--- config.mk ---
export PLATFORM = sky130hd
export DESIGN_NAME = iob_reg_re_tmr_scrub
export DESIGN_NICKNAME = d
export VERILOG_FILES = /design/src/rtl/iob_reg_tmr_pkg.sv /design/src/rtl/iob_tmr_voter.sv /design/src/rtl/iob_reg_re_tmr_scrub.sv
export SDC_FILE = /design/constraint.sdc
export NUM_CORES = 1
export LEC_CHECK = 0
export CORE_UTILIZATION = 65
export CTS_BUF_LIST = sky130_fd_sc_hd__clkbuf_8
export DETAILED_ROUTE_END_ITERATION = 6
export DONT_BUFFER_PORTS = 1
export HOLD_SLACK_MARGIN = 0.02
export PLACE_DENSITY = 0.89
export RECOVER_POWER = 100
export SYNTH_ARGS = -nofsm -noshare
export SYNTH_HDL_FRONTEND = slang
export SYNTH_HIERARCHICAL = 1
export SYNTH_SLANG_ARGS = --single-unit
--- constraint.sdc ---
create_clock -name clk_i -period 8 [get_ports clk_i]
set_input_delay 1.6 -clock clk_i [delete_from_list [all_inputs] [get_ports clk_i]]
set_output_delay 1.6 -clock clk_i [all_outputs]
set_load 0.005 [all_outputs]
--- src/rtl/iob_reg_tmr_pkg.sv ---
`default_nettype none
// ============================================================================
//  Module      : iob_reg_tmr_pkg
//  Description : Shared types and helpers for the N-modular-redundant
//                scrubbing register: FSM state encoding, per-bit majority
//                vote, population count and parameter legality check.
//  Revision    : 1.0 - initial release
// ============================================================================
package iob_reg_tmr_pkg;

    // Largest supported replica count. Vote columns are zero-padded to this.
    localparam int MAX_REPL = 7;

    typedef enum logic [1:0] {
        RUN   = 2'd0,
        SCRUB = 2'd1,
        FAULT = 2'd2
    } tmr_state_t;

    // Number of set bits in a (zero-padded) replica column.
    function automatic logic [2:0] popcount(input logic [MAX_REPL-1:0] v);
        logic [2:0] c;
        c = 3'd0;
        for (int i = 0; i < MAX_REPL; i++) begin
            c = c + {2'b00, v[i]};
        end
        return c;
    endfunction

    // Majority of one bit position across n replicas.
    function automatic logic maj_vote(input logic [MAX_REPL-1:0] column,
                                      input int n);
        return (int'(popcount(column)) > (n / 2));
    endfunction

    // Odd replica count in 3..MAX_REPL, persistence threshold in 1..15.
    function automatic logic params_ok(input int n, input int th);
        return (n >= 3) && (n <= MAX_REPL) && ((n % 2) == 1) &&
               (th >= 1) && (th <= 15);
    endfunction

endpackage
`default_nettype wire

--- src/rtl/iob_tmr_voter.sv ---
`default_nettype none
// ============================================================================
//  Module      : iob_tmr_voter
//  Description : Purely combinational bitwise majority voter over N replicas.
//                Produces the voted word, a per-replica disagreement mask and
//                the number of replicas that equal the voted word.
//  Ports       : i_repl      - packed array of N_REPL replica words
//                o_data      - bitwise majority
//                o_err_loc   - bit i set when replica i differs from o_data
//                o_match_cnt - count of replicas equal to o_data
//  Revision    : 1.0 - initial release
// ============================================================================
module iob_tmr_voter
    import iob_reg_tmr_pkg::*;
#(
    parameter int DATA_W = 32,
    parameter int N_REPL = 3
) (
    input  logic [N_REPL-1:0][DATA_W-1:0] i_repl,
    output logic [DATA_W-1:0]             o_data,
    output logic [N_REPL-1:0]             o_err_loc,
    output logic [2:0]                    o_match_cnt
);

    logic [MAX_REPL-1:0] w_match_vec;

    always_comb begin
        logic [MAX_REPL-1:0] w_col;
        o_data = '0;
        for (int b = 0; b < DATA_W; b++) begin
            w_col = '0;
            for (int r = 0; r < N_REPL; r++) begin
                w_col[r] = i_repl[r][b];
            end
            o_data[b] = maj_vote(w_col, N_REPL);
        end
    end

    for (genvar r = 0; r < N_REPL; r++) begin : g_cmp
        assign o_err_loc[r] = (i_repl[r] != o_data);
    end

    always_comb begin
        w_match_vec                = '0;
        w_match_vec[N_REPL-1:0]    = ~o_err_loc;
    end

    assign o_match_cnt = popcount(w_match_vec);

endmodule
`default_nettype wire

--- src/rtl/iob_reg_re_tmr_scrub.sv ---
`default_nettype none
// ============================================================================
//  Module      : iob_reg_re_tmr_scrub
//  Description : N-modular-redundant register with enable, bitwise majority
//                voting, active scrubbing of correctable upsets, sticky
//                uncorrectable-error flag, dead-replica detection and a
//                saturating corrected-error counter.
//  Ports       : clk_i, rst_i (sync, active-high), cke_i (global hold),
//                en_i/data_i (write), err_clr_i (clear error state),
//                data_o (voted value), err_loc_o, min_err_o (combinational),
//                maj_err_o, scrub_o, dead_o, corr_cnt_o (registered).
//  Options     : IOB_REG_RE_TMR_ERR_CNT_EN - builds the corrected-error
//                counter and dead-replica logic; otherwise dead_o and
//                corr_cnt_o are tied to zero.
//  Revision    : 1.0 - initial release
// ============================================================================
module iob_reg_re_tmr_scrub
    import iob_reg_tmr_pkg::*;
#(
    parameter int                DATA_W     = 32,
    parameter logic [DATA_W-1:0] RST_VAL    = '0,
    parameter int                N_REPL     = 3,
    parameter int                PERSIST_TH = 4,
    parameter int                CNT_W      = 8
) (
    input  logic              clk_i,
    input  logic              rst_i,
    input  logic              cke_i,
    input  logic              en_i,
    input  logic [DATA_W-1:0] data_i,
    input  logic              err_clr_i,
    output logic [DATA_W-1:0] data_o,
    output logic [N_REPL-1:0] err_loc_o,
    output logic              min_err_o,
    output logic              maj_err_o,
    output logic              scrub_o,
    output logic [N_REPL-1:0] dead_o,
    output logic [CNT_W-1:0]  corr_cnt_o
);

    if (!params_ok(N_REPL, PERSIST_TH)) begin : g_param_check
        $error("iob_reg_re_tmr_scrub: illegal N_REPL or PERSIST_TH");
    end

    logic [N_REPL-1:0][DATA_W-1:0] w_repl;
    logic [DATA_W-1:0]             w_vote;
    logic [N_REPL-1:0]             w_err_loc;
    logic [2:0]                    w_match;
    logic [N_REPL-1:0]             w_dead;
    logic                          w_uncorr;
    logic                          w_live;
    logic                          w_load;
    logic [DATA_W-1:0]             w_load_data;
    tmr_state_t                    r_state;

    iob_tmr_voter #(
        .DATA_W (DATA_W),
        .N_REPL (N_REPL)
    ) u_voter (
        .i_repl      (w_repl),
        .o_data      (w_vote),
        .o_err_loc   (w_err_loc),
        .o_match_cnt (w_match)
    );

    assign w_uncorr = (int'(w_match) < ((N_REPL + 1) / 2));
    // Dead replicas still vote, but no longer request repair or counting.
    assign w_live   = |(w_err_loc & ~w_dead);

    // A write always wins over the scrub write-back and repairs the upset.
    assign w_load      = en_i | (r_state == SCRUB);
    assign w_load_data = en_i ? data_i : w_vote;

    // Each replica reassigns itself when idle so that an externally upset
    // value persists until a write or scrub overwrites it.
    for (genvar i = 0; i < N_REPL; i++) begin : gen_repl
        logic [DATA_W-1:0] q;
        always_ff @(posedge clk_i) begin
            if (rst_i) begin
                q <= RST_VAL;
            end else if (cke_i && w_load) begin
                q <= w_load_data;
            end else begin
                q <= q;
            end
        end
        assign w_repl[i] = q;
    end

    always_ff @(posedge clk_i) begin
        if (rst_i) begin
            r_state <= RUN;
        end else if (cke_i) begin
            // A clear is applied first; any new error is seen next cycle.
            if (err_clr_i) begin
                r_state <= RUN;
            end else begin
                case (r_state)
                    RUN: begin
                        if (w_uncorr) begin
                            r_state <= FAULT;
                        end else if (w_live && !en_i) begin
                            r_state <= SCRUB;
                        end
                    end
                    SCRUB:   r_state <= w_uncorr ? FAULT : RUN;
                    FAULT:   r_state <= FAULT;
                    default: r_state <= RUN;
                endcase
            end
        end
    end

`ifdef IOB_REG_RE_TMR_ERR_CNT_EN
    localparam logic [3:0] c_th = 4'(PERSIST_TH);

    logic [CNT_W-1:0]       r_corr_cnt;
    logic [N_REPL-1:0]      r_dead;
    logic [N_REPL-1:0][3:0] r_mm_cnt;

    always_ff @(posedge clk_i) begin
        if (rst_i) begin
            r_corr_cnt <= '0;
            r_dead     <= '0;
            r_mm_cnt   <= '0;
        end else if (cke_i) begin
            if (err_clr_i) begin
                r_corr_cnt <= '0;
                r_dead     <= '0;
                r_mm_cnt   <= '0;
            end else begin
                if ((r_state == RUN) && w_live && !w_uncorr &&
                    (r_corr_cnt != '1)) begin
                    r_corr_cnt <= r_corr_cnt + 1'b1;
                end
                // Run-length of consecutive mismatches; saturates at c_th.
                for (int i = 0; i < N_REPL; i++) begin
                    if (w_err_loc[i]) begin
                        if (r_mm_cnt[i] != c_th) begin
                            r_mm_cnt[i] <= r_mm_cnt[i] + 4'd1;
                        end
                        if (r_mm_cnt[i] == (c_th - 4'd1)) begin
                            r_dead[i] <= 1'b1;
                        end
                    end else begin
                        r_mm_cnt[i] <= 4'd0;
                    end
                end
            end
        end
    end

    assign w_dead     = r_dead;
    assign corr_cnt_o = r_corr_cnt;
`else
    assign w_dead     = '0;
    assign corr_cnt_o = '0;
`endif

    assign dead_o    = w_dead;
    assign data_o    = w_vote;
    assign err_loc_o = w_err_loc;
    assign min_err_o = |w_err_loc;
    assign maj_err_o = (r_state == FAULT);
    assign scrub_o   = (r_state == SCRUB);

endmodule
`default_nettype wire

==> impl_results.rst <==
.. list-table::
   :header-rows: 1

   * - Metric
     - Value
   * - IO Pins
     - 86
   * - Placer congestion estimate
     - 0.936
   * - Placement Rows
     - 28
   * - Power density over the cells
     - 109 nW/um^2
   * - Number of port buffers
     - 0
   * - Switching power
     - 130 uW
   * - Core Box Area
     - 5990 sq um
   * - Slew HR
     - -30.9%
   * - Non-filler instance count after layout
     - 558
   * - Number of setup buffers added after CTS
     - 0
   * - Final HPWL from detailed placement
     - 6910 microns
   * - Synthesis-to-finish area growth
     - -2.03%
   * - Worst reg-to-reg setup slack
     - 4910 ps
   * - Clock sink count
     - 34
   * - Violation count after the first detailed-routing iteration
     - 211
   * - Sum of negative setup slack
     - 0 ps
   * - Final Net Count
     - 552
   * - Most congested layer reported by global routing
     - met2
   * - Violations in the final reports
     - max-capacitance violations, max-slew violations
   * - Clock-pin slew of the registers on the worst-case setup and hold paths
     - 70 ps
   * - Clock tree from TritonCTS
     - done
   * - YS warnings
     - 6
   * - CTS H-tree depth
     - 2
   * - Total standard cell area after synthesis
     - 4080 sq um
   * - Via count of the first global-routing pass
     - 2892
   * - Routed vias
     - 3254
   * - Maximum number of pins on one net before global-route repair
     - 68
   * - First-pass GRT wire length
     - 13700 microns
   * - GR Util met1
     - 36.1%
   * - Worst-case clock buffer depth
     - 2
   * - Worst-skew pair later-pin latency
     - 290 ps
   * - Share of total power consumed by net switching
     - 29.8%
   * - Share of power burned in combinational logic
     - 20.8%
   * - Number of routed nets with antenna violations
     - 0
   * - Clock tree root buffer cell
     - sky130_fd_sc_hd__clkbuf_8
   * - Global routing usage on met3
     - 5.28%
   * - Mean instance size in the synthesized netlist
     - 8.32 sq um
   * - Critical Path Start Type
     - flop
   * - Post-detailed-route via-to-cell ratio
     - 5.83
   * - Initial Util
     - 68.0%
   * - Global router's overall resource usage
     - 27.9%
   * - Inserted Clock Buffers
     - 5
   * - Maximum frequency from static timing analysis
     - 222 MHz
   * - Maximum Capacitance Violations
     - 1
   * - Total power draw
     - 434 uW
   * - Ant. Diodes
     - 0
   * - Endpoint class of the critical path
     - output pin
   * - Antenna violations before repair
     - 0
   * - RSZ-0062 raised after global routing
     - no
   * - GR Util met2
     - 47.1%
   * - Full die area
     - 6590 sq um
   * - Worst min-delay path category
     - flop to flop
   * - Die height
     - 81.2 microns
   * - Number of detailed-routing iterations run before antenna repair
     - 5
   * - Count of final setup violators
     - 0
   * - Routed length per placed instance
     - 16.3 microns
   * - Max-slew violation total from the final report
     - 33
   * - Pint
     - 305 uW
   * - Aggregate routed wire length
     - 9100 microns
   * - Die W
     - 81.2 microns
   * - Layout cells sized above 1
     - 2.90%
   * - # resized after CTS
     - 0
   * - CP max FO
     - 8
   * - Final period util
     - 56.3%
   * - Required @ worst endpoint
     - 6400 ps
   * - Endpoint arrival time on the critical path
     - 2900 ps
   * - Sequential share of power
     - 43.5%
   * - Leakage dissipation
     - 0.00211 uW
   * - DRC viols
     - 0
   * - Largest vdd supply drop
     - 0.0000777 V
   * - # placed instances
     - 550
   * - Outcome
     - finished with violations
   * - Hold Buf Count CTS
     - 0
   * - Setup Crit Path Kind
     - flop to output pin
   * - Final Hold Fails
     - 0
   * - Gate count of the mapped netlist
     - 490
   * - Clock network fraction of design power
     - 35.7%
   * - Transition time at the pin with the least slew margin
     - 1960 ps
   * - Final Critical Period
     - 4500 ps
   * - Setup Skew
     - 5.23 ps
   * - Total global routing overflow
     - 0
[cells in the final DEF (no fill, tap or decap), drive strengths merged, types with 3 or more instances in the layout]
master,n
o22ai,12
nor2b,36
ha,32
nand4,21
or3,3
nor2,48
nor4,8
mux2,32
dfxtp,34
a21oi,42
mux2i,32
conb,12
xor2,63
inv,64
nor3b,16
clkbuf,9
[per-stage QoR]
stage / instance area (sq um) / hold slack [ps] / setup slack (ps) / utilization (%)
final: 3990 / 568 / 3500 / 66.6
after global routing: 3990 / 590 / 3370 / 66.6
after CTS: 4130 / 616 / 3540 / 68.9
after detailed placement: 4020 / 598 / 3880 / 67.1
after global placement: 4020 / 575 / 3900 / 67.1
after floorplan: 4110 / 545 / 4080 / -
[per-layer routing]
metal | routed length (microns) | vias up
met5 | 0 | -
met4 | 151 | 0
met3 | 639 | 16
met2 | 4230 | 129
met1 | 4070 | 1475
li1 | - | 1634
[cell type report]
type | count | area, sq um
clock buffers | 8 | 110
fillers | 528 | 2000
inverters | 64 | 240
multi-input cells | 376 | 2860
flip-flops and latches | 34 | 681
well taps | 75 | 93.8
repair buffers | 1 | 3.75
[registers in the layout (all words and copies together) (netlist names)]
name,cells
r_state,2
gen_repl.q,32
[worst max-delay path: stages (launching register included)]
cell	delay [ps]
sky130_fd_sc_hd__dfxtp_1	490
sky130_fd_sc_hd__ha_1	320
sky130_fd_sc_hd__a21oi_1	330
sky130_fd_sc_hd__xor2_1	190
sky130_fd_sc_hd__nand4_1	160
sky130_fd_sc_hd__nor4_1	490
sky130_fd_sc_hd__nand2_1	230
sky130_fd_sc_hd__or3_1	400
[power by group through the flow]
stage	Clock, uW	Combinational [uW]	Sequential [uW]
finish	155	90.2	189
global route	163	99.7	191
CTS	159	96.2	189
detailed placement	0	95.7	193
global placement	0	93.0	192
floorplan	0	93.1	190
[path summary, 6_finish.rpt]
kind,startpoint,endpoint,depth (start not counted)
min reg2reg,r_state[1],r_state[1],2
max,gen_repl[2].q[26],min_err_o,7
max reg2reg,gen_repl[2].q[26],r_state[0],9
min,r_state[1],r_state[1],2
Note: power is estimated with default switching activity, not from simulation.
